$ cat src/rtl/ahb_write_slave.sv
// AHB-Lite byte-write slave for the err_status/payload_0/payload_1/data_size register file.
// Define AHB_WRITE_W1C_EN to make haddr==0 writable (W1C on err_status); otherwise such writes return ERROR.
module ahb_write_slave #(
  parameter logic [4:0] DATA_SIZE_MAX = 5'd16
) (
  input  logic       hclk,
  input  logic       hreset_n,
  input  logic       hsel_x,
  input  logic       hready,
  input  logic       hwrite,
  input  logic [1:0] htrans,
  input  logic [2:0] hsize,
  input  logic [1:0] haddr,
  input  logic [7:0] hwdata,
  input  logic [1:0] err_set,
  output logic       hready_out,
  output logic       hresp,
  output logic [1:0] err_status,
  output logic [7:0] payload_0,
  output logic [7:0] payload_1,
  output logic [4:0] data_size,
  output logic       wr_pulse,
  output logic [1:0] wr_addr
);

  typedef enum logic [2:0] {
    S_IDLE,
    S_DATA,
    S_DONE,
    S_ERR1,
    S_ERR2
  } state_t;

  state_t     state;
  state_t     state_nxt;
  logic [1:0] addr_q;
  logic [2:0] size_q;
  logic       accept;
  logic       legal;
  logic       commit;
  logic [1:0] w1c_clr;

  assign accept = hsel_x & hready & hwrite & htrans[1];

  // Legality is judged on the latched address phase plus the live data phase.
  always_comb begin
    legal = (size_q == 3'b000);
    case (addr_q)
      2'd3: begin
        if ((hwdata[7:5] != 3'b000) || (hwdata[4:0] > DATA_SIZE_MAX)) begin
          legal = 1'b0;
        end
      end
`ifndef AHB_WRITE_W1C_EN
      2'd0: legal = 1'b0;
`endif
      default: ;
    endcase
  end

  assign commit = (state == S_DATA) && legal;

`ifdef AHB_WRITE_W1C_EN
  assign w1c_clr = (commit && (addr_q == 2'd0)) ? hwdata[1:0] : '0;
`else
  assign w1c_clr = '0;
`endif

  always_comb begin
    state_nxt = state;
    case (state)
      S_IDLE:         if (accept) state_nxt = S_DATA;
      S_DATA:         state_nxt = legal ? S_DONE : S_ERR1;
      S_ERR1:         state_nxt = S_ERR2;
      S_DONE, S_ERR2: state_nxt = accept ? S_DATA : S_IDLE;
      default:        state_nxt = S_IDLE;
    endcase
  end

  // Outputs are registered from the next state so they line up with the state register.
  always_ff @(posedge hclk) begin
    if (!hreset_n) begin
      state      <= S_IDLE;
      hready_out <= 1'b1;
      hresp      <= 1'b0;
      wr_pulse   <= 1'b0;
      wr_addr    <= '0;
      addr_q     <= '0;
      size_q     <= '0;
    end else begin
      state      <= state_nxt;
      hready_out <= (state_nxt != S_DATA) && (state_nxt != S_ERR1);
      hresp      <= (state_nxt == S_ERR1) || (state_nxt == S_ERR2);
      wr_pulse   <= commit;
      if (commit) begin
        wr_addr <= addr_q;
      end
      if (state_nxt == S_DATA) begin
        addr_q <= haddr;
        size_q <= hsize;
      end
    end
  end

  // Hardware set is ORed in after the W1C clear so a simultaneous set wins.
  always_ff @(posedge hclk) begin
    if (!hreset_n) begin
      err_status <= '0;
      payload_0  <= '0;
      payload_1  <= '0;
      data_size  <= '0;
    end else begin
      err_status <= (err_status & ~w1c_clr) | err_set;
      if (commit) begin
        case (addr_q)
          2'd1:    payload_0 <= hwdata;
          2'd2:    payload_1 <= hwdata;
          2'd3:    data_size <= hwdata[4:0];
          default: ;
        endcase
      end
    end
  end

endmodule

$ cat config.mk
export PLATFORM = sky130hd
export DESIGN_NAME = ahb_write_slave
export DESIGN_NICKNAME = d
export VERILOG_FILES = /design/src/rtl/ahb_write_slave.sv
export SDC_FILE = /design/constraint.sdc
export NUM_CORES = 1
export LEC_CHECK = 0
export BUFFER_PORTS_ARGS = -buffer_cell sky130_fd_sc_hd__buf_2
export CORE_ASPECT_RATIO = 1.75
export CORE_MARGIN = 4
export CORE_UTILIZATION = 48
export CTS_CLUSTER_SIZE = 24
export DETAILED_ROUTE_END_ITERATION = 10
export GPL_TIMING_DRIVEN = 0
export MAX_ROUTING_LAYER = met4
export PLACE_DENSITY = 0.73
export RECOVER_POWER = 25
export SLEW_MARGIN = 30
export SYNTH_ARGS = -nofsm -noshare
export SYNTH_HDL_FRONTEND = slang
export SYNTH_SLANG_ARGS = --single-unit
$ cat constraint.sdc
create_clock -name hclk -period 2 [get_ports hclk]
set_input_delay 0.3 -clock hclk [delete_from_list [all_inputs] [get_ports hclk]]
set_output_delay 0.3 -clock hclk [all_outputs]
set_load 0.01 [all_outputs]
======== Word level (Yosys, flattened, before mapping) ========
Index checks and enable logic that the tools add are counted.
Widths: inputs -> output; s select.
storage, ports and cells
  logic and storage cells ................. 46
  bits of input ports ..................... 22
  bits in read-only memories .............. 0
  register bits ........................... 36
  latch bits .............................. 0
  bits in writable memories ............... 0
  memories kept ........................... 0
  output and inout bits ................... 28
operators by class
  magnitude comparators ................... 1
  reductions and logical operators ........ 12
  $mul .................................... 0
  add/subtract/negate cells ............... 0
  bitwise operators ....................... 4
  divide/modulo/power cells ............... 0
  mux-type cells .......................... 6
  shift operators ......................... 0
  equal/unequal tests ..................... 12
operators with widths
  operator            number
  $pmux 3 s4          1
  $eq 3x2->1 const B  3
  $eq 3x1->1 const B  2
  $eq 3x3->1 const B  2
  $logic_not 3->1     2
  $reduce_and 2->1    3
  $gt 5x5->1 const B  1
  $eq 2x2->1 const B  2
  $and 1x1->1         3
  $mux 1              3
  $mux 3              1
  $ne 3x1->1 const B  1
  $ne 3x2->1 const B  1
  $reduce_bool 3->1   1
  $eq 2x1->1 const B  1
  $logic_and 1x1->1   2
  $logic_not 2->1     1
  $logic_or 1x1->1    2
  $or 2x2->2          1
  $pmux 1 s2          1
  $reduce_or 2->1     1

======== Longest topological paths before layout ========
Gate-level depths: netlist of run 1.
  depth in word-level cells ............... 8
  mapped depth ............................ 6

======== Least setup slack after synthesis of run 1 ========
Ideal clock, no wire load.
  path kind ............................... register -> register
  from .................................... reg addr_q[0]
  to ...................................... reg payload_0[0]
  required time ........................... 1873 ps
  path slack .............................. 456 ps
  stages on the path, launching flop included .. 7
  clock period less this slack ............ 1544 ps
  arrival time ............................ 1417 ps
  cells stage by stage .................... dfxtp_1 inv_1 ha_1 nand2_1 o22ai_2 nor2_4 mux2i_1
between the ends
  longest elaborated chain between the ends .. 4
  elaborated cells between the ends (all ways) .. 6
  classes of those cells .................. eq/ne: 2; mux: 1; reduce/logical: 3
RTL lines
  element                                        line  source
  start, declared                                36    logic [1:0] addr_q;
  start signal, assigned                         99    addr_q <= haddr;
  $eq 2x2->1 or $logic_not 2->1 (tied branches)  48    case (addr_q)
  $pmux 1 s2                                     48
  $logic_and 1x1->1                              61    assign commit = (state == S_DATA) && legal;
  $reduce_and 2->1 (no source line) (*)          --
  end signal, assigned                           116   2'd1: payload_0 <= hwdata;
  end, declared                                  19    output logic [7:0] payload_0,
Every way passes the cells marked *; elsewhere a longest branch is shown, timed or not.
A chain may end at the register's enable or synchronous reset.

======== Final worst setup path of run 1 ========
  from .................................... reg addr_q[1]
  to ...................................... reg payload_0[4]
The elaborated chain is that of the path after synthesis.

==> results of run 1 <==
-- metrics by stage --
stage                     hold slack, ns  utilization, %  cell area (µm²)
after CTS                          0.216            63.0             1820
after floorplan                    0.424               -             1450
after global routing               0.221            62.3             1800
after global placement             0.430            59.2             1720
after detailed placement           0.438            59.2             1720
final                              0.221            62.3             1800
-- where the power goes --
group,internal [mW],switching (mW),leakage [nW]
clock network,0.370,0.255,0.0552
registers,0.724,0.00426,0.291
logic,0.0312,0.0443,0.442
total,1.12,0.304,0.789
-- sequential cells by signal, summed over array words and instances, names as in the netlist --
register    count
addr_q          2
data_size       5
err_status      2
hready_out      1
hresp           1
payload_0       8
payload_1       8
size_q          3
state           3
wr_addr         2
wr_pulse        1
-- logic make-up after synthesis --
logic type                 synth area share [%]
adders and majority gates                  2.60
and+or+nand+nor                            22.1
buffers and inverters                      2.60
muxes                                      19.4
AOI/OAI and AO/OA                          3.46
DFF                                        49.9
-- placed cells by master (no fill, tap or decap), drive strengths merged --
cell type	count
a21oi	1
nand3	4
nor4	1
inv	5
ha	3
or2	1
nor3	2
dfxtp	36
nor2	4
bufinv	1
clkbuf	23
o22ai	1
nor2b	5
or3	1
nor3b	1
o21ba	1
buf	35
o21a	2
and4b	2
nand2	37
nor4b	1
clkinv	1
mux2i	28
a21o	1
-- how the worst max path moves through the flow --
stage | start | endpoint | slack (ns) | cells after the start
global route | addr_q[0]$_SDFFE_PN0N_ | payload_1[3]$_SDFFE_PN0P_ | 0.13 | 6
finish | addr_q[1]$_SDFFE_PN0N_ | payload_0[4]$_SDFFE_PN0P_ | 0.29 | 5
floorplan | addr_q[0]$_SDFFE_PN0N_ | payload_0[0]$_SDFFE_PN0P_ | 0.46 | 6
detailed placement | addr_q[0]$_SDFFE_PN0N_ | payload_0[4]$_SDFFE_PN0P_ | 0.29 | 6
global placement | addr_q[0]$_SDFFE_PN0N_ | payload_1[6]$_SDFFE_PN0P_ | 0.34 | 6
CTS | addr_q[0]$_SDFFE_PN0N_ | payload_0[4]$_SDFFE_PN0P_ | 0.28 | 6
-- cell type report --
class,instances,area share [%]
Clock inverter,2,1.94
Tap cell,28,1.94
Sequential cell,36,40.0
Buffer,5,1.04
Timing Repair Buffer,47,12.2
Inverter,5,1.04
Clock buffer,6,4.02
Multi-Input combinational cell,96,37.8
-- worst reg2reg max path, stage by stage (launching register included) --
cell,delay (ns)
dfxtp_1,0.40
ha_1,0.20
nor4b_4,0.21
o22ai_2,0.23
nor2_4,0.35
mux2i_1,0.24
-- layer usage --
layer / global-route usage (%) / share of wire [%]
met1: 16.5 / 37
met2: 34.4 / 55
met3: 5.57 / 6.3
met4: 8.31 / 2.2
met5: - / 0
==> impl_metrics.py, run 1 <==
metrics = {
    "die": {
        "ios": 50,
        "start_util_pct": 49.9,
        "dieArea_um2": 3990,
        "coreArea_um2": 2900,
        "fp.dieW_um": 49.5,
        "die_h_um": 80.6,
        "floorplan.rows": 26,
    },
    "logic_synthesis": {
        "avgSynthCellArea_um2": 10.2,
        "synth_nets": 167,
        "synth-seq-area-share_pct": 49.9,
        "synth_area_leader_cell": "dfxtp_1",
        "ys_warn_count": 0,
        "synth_ff_type": "dfxtp_1",
        "synth_top_area_share_pct": 49.9,
        "ys_types": 22,
        "ys_top_cells_by_count": "nand2_1, dfxtp_1, mux2i_1",
        "synth_area_leaders": "dfxtp_1, mux2i_1, nand2_1, ha_1, nor2_4",
        "synth_edf_count": 0,
        "syn_inst": 142,
        "yosysMostFrequentCell": "nand2_1",
        "synth-seq-cells": 36,
        "synth_area_um2": 1450,
        "synthArstFlopShare_pct": 0,
    },
    "setup_path": {
        "crit_required_ns": 2.22,
        "crit_chain": "ha_1, nor4b_4, o22ai_2, nor2_4, mux2i_1",
        "crit_buf_inv": 0,
        "path_max_fanout": 8,
        "reg2reg_to": "payload_0[4]$_SDFFE_PN0P_",
        "crit_type": "register to register",
        "startpoint_type": "register",
        "r2r_cells": 5,
        "critPathTopFamily": "simple AND/OR/NAND/NOR gates",
        "cp_slowest_stage_delay_ns": 0.40,
        "reg2reg_slack_ns": 0.29,
        "endpoint_kind": "register",
        "r2r_start": "addr_q[1]$_SDFFE_PN0N_",
        "worstPathArrival_ns": 1.93,
        "critPathSlowestCell": "dfxtp_1",
    },
    "clocking": {
        "h-tree-depth": 2,
        "cts-buffers-inserted": 5,
        "clock-sinks": 36,
        "post_cts_buffers": 0,
        "clockRootBuffer": "clkbuf_8",
        "cts_max_path_buffers": 2,
        "clk_pin_slew_ns": 0.07,
        "cts_hold_buf": 0,
        "insertion_delay_ns": 0.29,
        "post_cts_resized": 0,
        "cts_tree": "built",
    },
    "run": {
        "drv_cap": 0,
    },
    "place": {
        "dp_cells": 217,
        "port_buffers": 47,
        "place_congestion": 0.797,
        "place_ws_ns": 0.291,
        "hpwlAfterDp_mm": 2.49,
    },
    "layout": {
        "multiInputGateArea_um2": 682,
        "nets": 221,
        "ff_latch_area_um2": 721,
        "num_antenna_cells": 0,
        "fillers": 260,
        "drive_gt1_share_pct": 24.4,
        "syn_to_final_growth_pct": 24.8,
        "final_cells": 225,
    },
    "hold_path": {
        "whs_path_depth": 2,
        "hp-start": "err_set[0]",
        "hold_class": "primary input to register",
        "holdPathEnd": "err_status[0]$_SDFF_PN0_",
    },
    "grt": {
        "grt_pass1_wl_mm": 5.38,
        "grt_start_max_net_pins": 12,
        "grt_pass1_vias": 1215,
        "antenna_found_initial": 0,
        "grt_usage_pct": 18.3,
        "grt.overflow.total": 0,
    },
    "detailed_routing": {
        "vias": 1166,
        "drt_iter0_markers": 17,
        "avgRoutedWirePerCell_um": 14.0,
        "wl_mm": 3.16,
        "antenna_left": 0,
        "dr.pass1.iters": 4,
        "drcViolationCount": 0,
        "via_per_inst": 5.18,
    },
    "power_and_ir_drop": {
        "powerDensity_nw_per_um2": 793,
        "total_power_mw": 1.43,
        "p_leak_nw": 0.789,
        "ir_drop_mv": 0.659,
    },
    "timing": {
        "maxSlewViolCount": 0,
        "fmax_mhz": 585,
        "period_needed_ns": 1.71,
        "finClkSkew_ns": 0.00467,
        "setup-tns-final_ns": 0,
        "rsz0062_at_grt": "no",
        "tightest_slew_ns": 0.556,
        "hold_viol": 0,
        "relSlewSlack_pct": 62.8,
        "setup_ws_ns": 0.290,
        "fin_crit_sh_pct": 85.5,
        "setup_viol": 0,
    },
    "status": {
        "status": "finished, final reports clean",
    },
}
(Power assumes the default switching activity.)
==> inputs of run 2 (changes only) <==
- ABC_CLOCK_PERIOD_IN_PS: unset -> 2000
- REMOVE_ABC_BUFFERS: unset -> 1
==> impl_metrics.py, run 2 (synthesis results as in run 1) <==
metrics = {
    "setup_path": {
        "reg2reg_slack_ns": 0.24,
        "crit_required_ns": 2.21,
        "r2r_start": "addr_q[0]$_SDFFE_PN0N_",
        "reg2reg_to": "payload_0[3]$_SDFFE_PN0P_",
        "crit_start": "addr_q[0]$_SDFFE_PN0N_",
        "crit_type": "register to register",
        "worstPathArrival_ns": 1.97,
        "startpoint_type": "register",
        "setup.worst_path.end": "payload_0[3]$_SDFFE_PN0P_",
        "endpoint_kind": "register",
        "path_max_fanout": 8,
        "r2r_cells": 5,
    },
    "timing": {
        "fin_crit_sh_pct": 88.0,
        "rsz0062_at_grt": "no",
        "tightest_slew_ns": 0.684,
        "fmax_mhz": 568,
        "finClkSkew_ns": 0.00540,
        "relSlewSlack_pct": 54.4,
        "hold_viol": 0,
        "period_needed_ns": 1.76,
        "setup_viol": 0,
        "setup-tns-final_ns": 0,
        "hold_ws_ns": 0.225,
        "maxSlewViolCount": 0,
    },
    "layout": {
        "reg_top3": "payload_0: 8 flops, payload_1: 8 flops, data_size: 5 flops",
        "drive_gt1_share_pct": 25.5,
        "syn_to_final_growth_pct": 22.0,
        "num_antenna_cells": 0,
        "nets": 217,
        "final_common_cell": "nand2_1",
        "layout_common_cells": "nand2_1, dfxtp_1, buf_2",
    },
    "hold_path": {
        "hold_class": "primary input to register",
        "whs_path_depth": 2,
    },
    "clocking": {
        "insertion_delay_ns": 0.29,
        "post_cts_resized": 0,
        "cts-buffers-inserted": 5,
        "cts_tree": "built",
        "post_cts_buffers": 0,
        "h-tree-depth": 2,
        "clockRootBuffer": "clkbuf_8",
        "cts_hold_buf": 0,
        "clk_pin_slew_ns": 0.07,
        "cts_max_path_buffers": 2,
        "clock-sinks": 36,
    },
    "detailed_routing": {
        "via_per_inst": 5.13,
        "wl_mm": 2.97,
        "drt_iter0_markers": 41,
        "vias": 1129,
        "dr.pass1.iters": 3,
        "avgRoutedWirePerCell_um": 13.5,
        "drcViolationCount": 0,
        "antenna_left": 0,
    },
    "place": {
        "port_buffers": 48,
        "place_congestion": 0.784,
        "hpwlAfterDp_mm": 2.25,
    },
    "grt": {
        "grt.overflow.total": 0,
        "grt_pass1_wl_mm": 5.18,
        "grt_pass1_vias": 1203,
        "grt_start_max_net_pins": 45,
        "grt_usage_pct": 17.5,
        "antenna_found_initial": 0,
    },
    "power_and_ir_drop": {
        "p_leak_nw": 0.770,
        "total_power_mw": 1.28,
        "ir_drop_mv": 0.672,
        "powerDensity_nw_per_um2": 728,
    },
    "die": {
        "ios": 50,
        "die_h_um": 80.6,
        "floorplan.rows": 26,
        "dieArea_um2": 3990,
        "coreArea_um2": 2900,
        "fp.dieW_um": 49.5,
        "start_util_pct": 49.9,
    },
    "status": {
        "status": "finished, final reports clean",
    },
    "run": {
        "drv_cap": 0,
    },
}
==> run 2: changes by cell type in the layout (fill, tap and decap cells not counted), sizes merged <==
cell and delta:
clkinvlp +1, bufinv -1, clkbuf -6, buf +1
==> run 2: worst min path at each step <==
stage	from	end	slack [ns]
2_1_floorplan	hreset_n	hready_out$_SDFF_PN1_	0.39
3_3_place_gp	err_status[1]$_SDFF_PN0_	err_status[1]$_SDFF_PN0_	0.43
3_5_place_dp	err_status[1]$_SDFF_PN0_	err_status[1]$_SDFF_PN0_	0.44
4_1_cts	err_set[1]	err_status[1]$_SDFF_PN0_	0.22
5_1_grt	err_set[1]	err_status[1]$_SDFF_PN0_	0.22
6_report	err_set[0]	err_status[0]$_SDFF_PN0_	0.22
==> run 2: metal layers <==
layer | GRT usage (%) | wire length (µm) | vias to the layer above
met3 | 5.01 | 166 | 5
met4 | 8.31 | 59 | 0
met5 | - | 0 | -
met2 | 32.1 | 1580 | 36
met1 | 16.6 | 1170 | 518
li1 | - | - | 570
==> run 2: area by class of cell <==
| type | instances | area (µm²) |
|---|---|---|
| clock buffer | 5 | 68.8 |
| timing repair buffer | 48 | 225 |
| clock inverter | 2 | 12.5 |
| multi-input combinational | 96 | 682 |
| fill | 254 | 1130 |
| tap | 28 | 35.0 |
| inverter | 5 | 18.8 |
| sequential | 36 | 721 |
==> run 2: report_power, final <==
part           switching, mW  internal (mW)  total, mW
clock network          0.247          0.235      0.482
registers            0.00421          0.724      0.728
logic                 0.0424         0.0304     0.0727
==> run 2: through the flow <==
| stage | instances | worst slack (ns) | util (%) | cell area, µm² |
|---|---|---|---|---|
| final | 220 | 0.240 | 60.9 | 1760 |
| after global routing | 220 | 0.0796 | 60.9 | 1760 |
| after floorplan | 137 | 0.456 | - | 1430 |
| after global placement | 213 | 0.305 | 58.8 | 1700 |
| after CTS | 220 | 0.211 | 61.6 | 1780 |
| after detailed placement | 213 | 0.241 | 58.8 | 1700 |
==> run 2: worst max-delay path: stages (launching register included) <==
cell	delay (ns)
dfxtp_1	0.41
ha_1	0.20
nor4b_4	0.22
o22ai_2	0.23
nor2_4	0.36
mux2i_1	0.25
==> inputs of run 3 (changes only) <==
- CORE_UTILIZATION: 48 -> 40
- PLACE_DENSITY: 0.73 -> 0.62
- SLEW_MARGIN: 30 -> 20
==> impl_metrics.py, run 3 (synthesis results as in run 1) <==
metrics = {
    "status": {
        "status": "finished, final reports clean",
    },
    "setup_path": {
        "reg2reg_slack_ns": 0.22,
        "endpoint_kind": "register",
        "crit_type": "register to register",
        "startpoint_type": "register",
        "path_max_fanout": 8,
        "crit_required_ns": 2.21,
        "worstPathArrival_ns": 1.99,
    },
    "place": {
        "place_ws_ns": 0.204,
        "dp_cells": 230,
        "placed_area_um2": 1720,
        "hpwlAfterDp_mm": 2.30,
        "place_congestion": 0.798,
        "port_buffers": 48,
    },
    "clocking": {
        "clockRootBuffer": "clkbuf_8",
        "insertion_delay_ns": 0.29,
        "cts_hold_buf": 0,
        "clock-sinks": 36,
        "cts-buffers-inserted": 5,
        "h-tree-depth": 2,
        "post_cts_buffers": 0,
        "cts_tree": "built",
        "clk_pin_slew_ns": 0.07,
        "cts_max_path_buffers": 2,
        "post_cts_resized": 0,
    },
    "grt": {
        "antenna_found_initial": 0,
        "grt.overflow.total": 0,
        "grt_usage_pct": 14.6,
        "grt_pass1_wl_mm": 4.89,
        "grt_pass1_vias": 1134,
        "grt_start_max_net_pins": 45,
    },
    "timing": {
        "fin_crit_sh_pct": 89.2,
        "hold_ws_ns": 0.217,
        "period_needed_ns": 1.78,
        "hold_viol": 0,
        "fmax_mhz": 561,
        "setup_ws_ns": 0.216,
        "setup_viol": 0,
        "tightest_slew_ns": 0.690,
        "rsz0062_at_grt": "no",
        "relSlewSlack_pct": 54.0,
        "finClkSkew_ns": 0.00563,
        "setup-tns-final_ns": 0,
        "maxSlewViolCount": 0,
    },
    "die": {
        "start_util_pct": 42.1,
        "dieArea_um2": 4680,
        "ios": 50,
        "fp.dieW_um": 53.4,
        "floorplan.rows": 28,
        "coreArea_um2": 3430,
        "die_h_um": 87.5,
    },
    "layout": {
        "final_cells": 238,
        "drive_gt1_share_pct": 25.9,
        "reg_top3": "payload_0: 8 flops, payload_1: 8 flops, data_size: 5 flops",
        "final_common_cell": "nand2_1",
        "stdcell_area_um2": 1810,
        "layout_common_cells": "nand2_1, dfxtp_1, buf_2",
        "nets": 217,
        "syn_to_final_growth_pct": 25.5,
        "num_antenna_cells": 0,
    },
    "power_and_ir_drop": {
        "p_leak_nw": 0.784,
        "ir_drop_mv": 0.657,
        "powerDensity_nw_per_um2": 787,
    },
    "detailed_routing": {
        "avgRoutedWirePerCell_um": 12.6,
        "vias": 1135,
        "wl_mm": 2.99,
        "dr.pass1.iters": 4,
        "via_per_inst": 4.77,
        "drcViolationCount": 0,
        "drt_iter0_markers": 8,
        "antenna_left": 0,
    },
    "hold_path": {
        "hold_class": "primary input to register",
    },
    "run": {
        "drv_cap": 0,
    },
}
run 3: changes by cell type in the layout (fill, tap and decap cells not counted), sizes merged:
cell / delta
bufinv: +1
run 3: through the flow:
stage,util [%],power [mW]
after floorplan,-,0.775
after global placement,50.2,0.817
after detailed placement,50.2,0.820
after CTS,53.4,1.45
after global routing,52.8,1.49
final,52.8,1.43
run 3: worst max-delay path: stages, from the launching register on:
cell,delay (ns)
dfxtp_1,0.43
ha_1,0.22
nor4b_4,0.22
o22ai_2,0.22
nor2_4,0.36
mux2i_1,0.25
run 3: final timing paths:
path	from	endpoint	cells after the start
setup / recovery	addr_q[0]$_SDFFE_PN0N_	payload_0[0]$_SDFFE_PN0P_	5
hold / removal	err_set[1]	err_status[1]$_SDFF_PN0_	2
setup reg to reg	addr_q[0]$_SDFFE_PN0N_	payload_0[0]$_SDFFE_PN0P_	5
hold reg to reg	payload_0[4]$_SDFFE_PN0P_	payload_0[4]$_SDFFE_PN0P_	2
run 3: area by class of cell:
class	instances	area, µm²
Sequential cell	36	721
Fill cell	366	1620
Clock inverter	3	42.5
Tap cell	45	56.3
Clock buffer	5	68.8
Inverter	5	18.8
Timing Repair Buffer	48	225
Multi-Input combinational cell	96	682
run 3: where the power goes:
group | internal (mW) | switching [mW]
combinational | 0.0303 | 0.0420
sequential | 0.724 | 0.00443
clock | 0.369 | 0.258
run 3: metal layers:
layer  wire (µm)  part of all wire, %  track usage (%)
met5           0                    0                -
met4          55                  1.8             5.58
met3         180                  6.0             4.63
met2        1630                   55             25.1
met1        1120                   38             15.0
